$ cat config.mk
export PLATFORM = sky130hd
export DESIGN_NAME = hazard_control_unit
export DESIGN_NICKNAME = d
export VERILOG_FILES = /design/src/rtl/hazard_control_unit.sv
export SDC_FILE = /design/constraint.sdc
export NUM_CORES = 1
export LEC_CHECK = 0
export ABC_AREA = 1
export ABC_CLOCK_PERIOD_IN_PS = 4900
export CORE_UTILIZATION = 54
export DETAILED_ROUTE_END_ITERATION = 10
export GPL_TIMING_DRIVEN = 0
export PLACE_DENSITY = 0.95
export SLEW_MARGIN = 15
export SYNTH_ARGS = -nofsm -noshare
export SYNTH_HDL_FRONTEND = slang
export SYNTH_SLANG_ARGS = --single-unit
$ cat constraint.sdc
create_clock -name clk -period 4.9 [get_ports clk]
set_clock_uncertainty 0.2 [all_clocks]
set_input_delay 0.98 -clock clk [delete_from_list [all_inputs] [get_ports clk]]
set_output_delay 0.98 -clock clk [all_outputs]
set_load 0.05 [all_outputs]
$ cat src/rtl/hazard_control_unit.sv
// Decode, forwarding-select, load-use stall and decode-stage branch control for the 5-stage pipe.
// A shadow E/M/W pipeline tracks destination registers of instructions ahead of decode.
module hazard_control_unit #(
  parameter int unsigned CNT_W = 16
) (
  input  logic             clk,
  input  logic             rst,
  input  logic [5:0]       opcodeD,
  input  logic [5:0]       funct,
  input  logic [4:0]       rsD,
  input  logic [4:0]       rtD,
  input  logic [4:0]       rdD,
  input  logic             eq,
  output logic             regWrite,
  output logic             regDst,
  output logic             memWrite,
  output logic             mem2Reg,
  output logic             aluSrcB,
  output logic [2:0]       aluControl,
  output logic             pcSrc,
  output logic [1:0]       fad,
  output logic [1:0]       fbd,
  output logic             stall,
  output logic             flush,
  output logic             illegal,
  output logic [CNT_W-1:0] stallCount,
  output logic [CNT_W-1:0] flushCount
);

  typedef struct packed {
    logic       wr;
    logic       load;
    logic [4:0] dest;
  } stage_t;

  localparam logic [5:0] OpRtype = 6'b000000;
  localparam logic [5:0] OpLw    = 6'b100011;
  localparam logic [5:0] OpSw    = 6'b101011;
  localparam logic [5:0] OpAddi  = 6'b001000;
  localparam logic [5:0] OpBeq   = 6'b000100;

  stage_t e_q, e_d, m_q, m_d, w_q, w_d;
  logic [CNT_W-1:0] stall_cnt_q, stall_cnt_d, flush_cnt_q, flush_cnt_d;
  logic illegal_q, illegal_d;

  logic       dec_reg_write, dec_reg_dst, dec_mem_write, dec_mem2reg, dec_alu_src_b;
  logic [2:0] dec_alu_ctrl;
  logic       dec_illegal, dec_beq, use_rs, use_rt;
  logic       haz_rs, haz_rt;
  logic [2:0] fwd_rs, fwd_rt;

  // Returns {hazard, select} for one decode-stage source.
  function automatic logic [2:0] fwd_sel(input logic used, input logic [4:0] src,
                                         input stage_t e, input stage_t m, input stage_t w);
    logic [2:0] r;
    r = 3'b000;
    if (used && src != 5'd0) begin
      if (e.wr && e.dest == src) begin
        r = e.load ? 3'b100 : 3'b001;
      end else if (m.wr && m.dest == src) begin
        r = m.load ? 3'b010 : 3'b011;
      end else if (w.wr && w.dest == src) begin
        // Register file writes before it reads, so W needs no bypass.
        r = 3'b000;
      end
    end
    return r;
  endfunction

  always_comb begin
    dec_reg_write = 1'b0;
    dec_reg_dst   = 1'b0;
    dec_mem_write = 1'b0;
    dec_mem2reg   = 1'b0;
    dec_alu_src_b = 1'b0;
    dec_alu_ctrl  = 3'b000;
    dec_illegal   = 1'b0;
    dec_beq       = 1'b0;
    use_rs        = 1'b0;
    use_rt        = 1'b0;
    case (opcodeD)
      OpRtype: begin
        if (funct != 6'b000000) begin
          dec_reg_write = 1'b1;
          dec_reg_dst   = 1'b1;
          use_rs        = 1'b1;
          use_rt        = 1'b1;
          case (funct)
            6'b100000: dec_alu_ctrl = 3'b010;
            6'b100010: dec_alu_ctrl = 3'b110;
            6'b100100: dec_alu_ctrl = 3'b000;
            6'b100101: dec_alu_ctrl = 3'b001;
            6'b101010: dec_alu_ctrl = 3'b111;
            default: begin
              dec_illegal   = 1'b1;
              dec_reg_write = 1'b0;
              dec_reg_dst   = 1'b0;
              use_rs        = 1'b0;
              use_rt        = 1'b0;
            end
          endcase
        end
      end
      OpLw: begin
        dec_reg_write = 1'b1;
        dec_mem2reg   = 1'b1;
        dec_alu_src_b = 1'b1;
        dec_alu_ctrl  = 3'b010;
        use_rs        = 1'b1;
      end
      OpSw: begin
        dec_mem_write = 1'b1;
        dec_alu_src_b = 1'b1;
        dec_alu_ctrl  = 3'b010;
        use_rs        = 1'b1;
        use_rt        = 1'b1;
      end
      OpAddi: begin
        dec_reg_write = 1'b1;
        dec_alu_src_b = 1'b1;
        dec_alu_ctrl  = 3'b010;
        use_rs        = 1'b1;
      end
      OpBeq: begin
        dec_alu_ctrl = 3'b110;
        dec_beq      = 1'b1;
        use_rs       = 1'b1;
        use_rt       = 1'b1;
      end
      default: dec_illegal = 1'b1;
    endcase
  end

  always_comb begin
    fwd_rs = fwd_sel(use_rs, rsD, e_q, m_q, w_q);
    fwd_rt = fwd_sel(use_rt, rtD, e_q, m_q, w_q);
    haz_rs = fwd_rs[2];
    haz_rt = fwd_rt[2];
    fad    = fwd_rs[1:0];
    fbd    = fwd_rt[1:0];
    stall  = haz_rs | haz_rt;

    regWrite   = dec_reg_write & ~stall;
    memWrite   = dec_mem_write & ~stall;
    regDst     = dec_reg_dst;
    mem2Reg    = dec_mem2reg;
    aluSrcB    = dec_alu_src_b;
    aluControl = dec_alu_ctrl;
    pcSrc      = dec_beq & eq & ~stall;
    flush      = pcSrc;
  end

  always_comb begin
    e_d = '0;
    if (!stall) begin
      e_d.wr   = dec_reg_write;
      e_d.load = dec_mem2reg;
      e_d.dest = dec_reg_dst ? rdD : rtD;
    end
    m_d = e_q;
    w_d = m_q;

    stall_cnt_d = stall_cnt_q;
    if (stall && stall_cnt_q != '1) stall_cnt_d = stall_cnt_q + CNT_W'(1);
    flush_cnt_d = flush_cnt_q;
    if (flush && flush_cnt_q != '1) flush_cnt_d = flush_cnt_q + CNT_W'(1);

    illegal_d = illegal_q | (dec_illegal & ~stall);
  end

  always_ff @(posedge clk or posedge rst) begin
    if (rst) begin
      e_q         <= '0;
      m_q         <= '0;
      w_q         <= '0;
      stall_cnt_q <= '0;
      flush_cnt_q <= '0;
      illegal_q   <= 1'b0;
    end else begin
      e_q         <= e_d;
      m_q         <= m_d;
      w_q         <= w_d;
      stall_cnt_q <= stall_cnt_d;
      flush_cnt_q <= flush_cnt_d;
      illegal_q   <= illegal_d;
    end
  end

  assign stallCount = stall_cnt_q;
  assign flushCount = flush_cnt_q;
  assign illegal    = illegal_q;

endmodule

==> results.md, run 1 <==
- The endpoint kind of the worst setup timing path is a primary output.
- Final hold analysis gives a worst-case slack of just under 200 ps.
- The signal on the critical path passes through clkdlybuf4s50_1 > inv_2 > nand2_1 > nor2_1 > nand2_1 > nand2_1 > nor2_2 > nand2_2 > nand3_4 > nand2_8 > nor2_8 > buf_6 > buf_4 > clkdlybuf4s50_1.
- After detailed routing, the number of remaining DRC violations is 0.
- The area of placed instances is between 4000 and 5000 um2.
- The number of placed instances, taps included, is 586.
- Setup violations remaining at the end of the flow were counted as 0.
- The worst hold path belongs to the class register to register.
- Of the synthesized area, sequential elements account for between 30% and 40%.
- The overall power is around 840 uW.
- The global-route total usage across every layer is around 28%.
- The net count reported at finish is 553.
- The library cell used most frequently in the layout, excluding fill and tap cells, is sky130_fd_sc_hd__nand2_1.
- Headroom to the max-slew limit came out at between 60% and 70%.
- For the worst setup path, the data required time is between 3000 and 4000 ps.
- The filler cell count is between 400 and 500.
- Based on the critical path, the design can be clocked at up to 210 MHz.
- The detailed router put a total of around 3500 um of wire on met1.
- The via count is between 3000 and 4000.
- The die span in x is approximately 79 um.
- The main combinational cell family by area after synthesis is simple AND/OR/NAND/NOR gates.
- The top cell types in the final layout, fill and taps aside, are 141 x sky130_fd_sc_hd__nand2_1, 77 x sky130_fd_sc_hd__clkdlybuf4s50_1, 47 x sky130_fd_sc_hd__dfrtp_1.
- The congestion estimate from routability-driven global placement came to around 0.91.
- Summing the areas of all compound-gate instances in the mapped netlist gives roughly 4.3% of the synthesized area.
- The synthesized netlist devotes less than 1% of its cell area to adder and majority cells.
- The count of maximum capacitance violations is 0.
- The proportion of register bits with asynchronous set or reset after synthesis is between 90% and 100%.
- Using the TritonRoute via totals, the vias-per-cell ratio works out to 5.43.
- The quantity of gates resized following cts is 0.
- The insertion delay of the later-clocked pin in the worst-skew pair is 300 ps.
- The final HPWL from detailed placement is around 6400 um.
- The worst supply voltage drop on vdd is 0.185 mV.
- In this run the tool buffered the top-level ports with between 70 and 80 buffer cells.
- The main flop type after synthesis is sky130_fd_sc_hd__dfrtp_1.
- The cell with the largest stage delay on the worst path is sky130_fd_sc_hd__clkdlybuf4s50_1.
- The maximum fanout encountered on the critical timing path is 11.
- Setup repair after global routing left no endpoint under its margin.
- The met3 wire length is between 400 and 500 um.
- Counting flops with a built-in enable in the synthesized netlist gives 0.
- The floorplan die area is around 6200 um2.
- The largest buffer count on any clock path is 2.
- The CTS tree is done.
- The clock-pin slew on the worst setup and hold paths is 90 ps.
- A synthesized cell averages about 7.3 um2.
- The number of antenna violations at the first check in global routing was 0.
- The wire length of the first global-routing pass is 13800 um.
- The post-synthesis share of cell area spent on and, or, nand and nor gates is 40.9%.
- The number of nets handed over by synthesis was about 470.
- The total power per unit cell area is just over 200 nW/um2.
- The total overflow left after global routing is 0.
- The pin count of the biggest net entering global routing is 33.
- Once the floorplan was initialized, standard cells occupied 56.9% of the core.
- By instance count, the cell type seen most on the critical path is sky130_fd_sc_hd__nand2_1.
- From synthesis to final layout, the design area changed by 32.0%.
- For the pin with the worst max-slew slack, the measured transition is just over 500 ps.
- The floorplan has 27 rows.
- The cell area that synthesis handed to floorplanning was 3170 um2.
- The die height is 78.6 um.
- STA classifies the critical path startpoint as a primary input.
- After synthesis the netlist holds a flip-flop and latch count of 47.
- The core region is ~5600 um2.
- Counting every instance in the synthesized netlist gives between 400 and 500.
- The post-route setup TNS is 0 ps.
- The number of different library cells used by synthesis comes to 35.
- The final routed wire length divided by cell count is 14.4 um.
- The CTS H-tree depth is 2.
- The residual antenna-violating net count after detailed routing is 0.
- The worst setup path is of the primary input to primary output kind.
- Grouping stages by cell kind, the critical path spends the most delay in buffers and inverters.
- The arrival time of the worst setup path is 3590 ps.
- For the finished layout, the period the worst path requires is 4770 ps.
- The fraction of synthesized area in multiplexers is 0%.
- The Yosys step of the flow raised 0 warnings.
- The post-synthesis share of cell area spent on xor and xnor gates is between 8 and 9%.
- In the detailed route, the total length drawn on met2 is about 4400 um.
- The part of the cycle the worst path needs is 97.4%.
- The number of antenna diodes in the final layout is 0.
- The count of final max-slew check failures is 0.
- For this run, the detailed router's first-pass iteration total came to 5.
- The worst path buffer plus inverter count is 5.
- Buffers added to address setup during post-CTS repair amount to 0.
- The sink count of the clock tree is 47.
- The number of endpoints with negative hold slack in the final report is 0.
- The cell leakage power is 1.96 nW.
- The worst stage delay on the critical path is roughly 780 ps.
- In this run, CTS created clock tree buffers numbering 5.
- The via count of the first global-routing pass is 3032.
- Buffers inserted to repair hold after CTS numbered 0.
- The number of DRC markers in iteration 0 is between 200 and 250.
- The buffer type at the clock tree root is sky130_fd_sc_hd__clkbuf_8.
- The total wire length after detailed routing is 8530 um.
- The highest layer used for signal routing is met4.
- The post-route cell area is around 4200 um2.
- The run finished with clean final reports.
- The post-route netlist has under 10% of its cells at a drive strength greater than 1.
- The final instance count without filler cells is 594.
- In this run the count of I/O pins placed on the die edge is between 70 and 80.
routing by layer:
layer  vias to the layer above  track usage [%]
met3                        16             4.30
met1                      1530             34.9
met5                         -                0
met2                       116             50.5
met4                         0             9.26
li1                       1564                -
final timing paths:
kind / startpoint / end / slack [ps] / cells after the start
min: e_q[5] / m_q[5] / 200 / 0
max: opcodeD[2] / pcSrc / 130 / 14
max reg2reg: stallCount[0] / stallCount[4] / 2620 / 10
min reg2reg: e_q[5] / m_q[5] / 200 / 0
max in group asynchronous: rst / illegal / 3250 / 3
min in group asynchronous: rst / m_q[4] / 760 / 2
cells in the mapped netlist (6+ instances only):
cell / n / area share, %
sky130_fd_sc_hd__xnor2_1: 8 / 2.2
sky130_fd_sc_hd__nand2_1: 141 / 17
sky130_fd_sc_hd__xor2_1: 22 / 6.1
sky130_fd_sc_hd__a21oi_1: 10 / 1.6
sky130_fd_sc_hd__dfrtp_1: 47 / 37
sky130_fd_sc_hd__nand4_1: 13 / 2.6
sky130_fd_sc_hd__inv_1: 45 / 5.3
sky130_fd_sc_hd__nand3_1: 45 / 7.1
sky130_fd_sc_hd__nor3_1: 8 / 1.3
sky130_fd_sc_hd__nand2_2: 6 / 1.2
sky130_fd_sc_hd__inv_2: 8 / 0.95
sky130_fd_sc_hd__o21ai_0: 7 / 1.1
sky130_fd_sc_hd__nor2_1: 34 / 4.0
logic make-up (layout without fill, tap and decap cells):
kind of cell	count (synthesis)	after routing
buf+inv	63	149
simple gates	270	270
flops	47	47
fa+ha+maj	2	2
compound gates	24	24
xor+xnor	30	30
metrics by stage:
stage,setup slack [ps],utilization (%)
5_1_grt,29.0,75.1
2_1_floorplan,1000,-
3_3_place_gp,219,72.3
4_1_cts,140,75.1
3_5_place_dp,160,72.7
6_report,128,75.1
state kept, by name (all words and copies together) (netlist names):
register,flops
e_q,7
flushCount,16
illegal,1
m_q,7
stallCount,16
report_power, final:
part,internal (mW),leakage [nW],switching (mW)
Clock,0.204,0.0654,0.138
Combinational,0.0423,1.26,0.0577
Sequential,0.395,0.627,0.00767
Total,0.641,1.96,0.203
area by class of cell:
| cell class | count | area, um2 | area share (%) |
|---|---|---|---|
| inverters | 53 | 199 | 4.75 |
| multi-input cells | 326 | 1720 | 41.2 |
| clock buffers | 6 | 72.6 | 1.73 |
| flip-flops and latches | 47 | 1180 | 28.1 |
| repair buffers | 78 | 791 | 18.9 |
| clock inverters | 2 | 60.1 | 1.43 |
| well taps | 72 | 90.1 | 2.15 |
| plain buffers | 10 | 73.8 | 1.76 |
Power figures use the tool's default switching activity.
==> inputs of run 2 (changes only) <==
CTS_CLUSTER_DIAMETER = 40   (was unset)
==> results of run 2 <==
No change in the layout: final DEF, timing and power equal those of run 1.
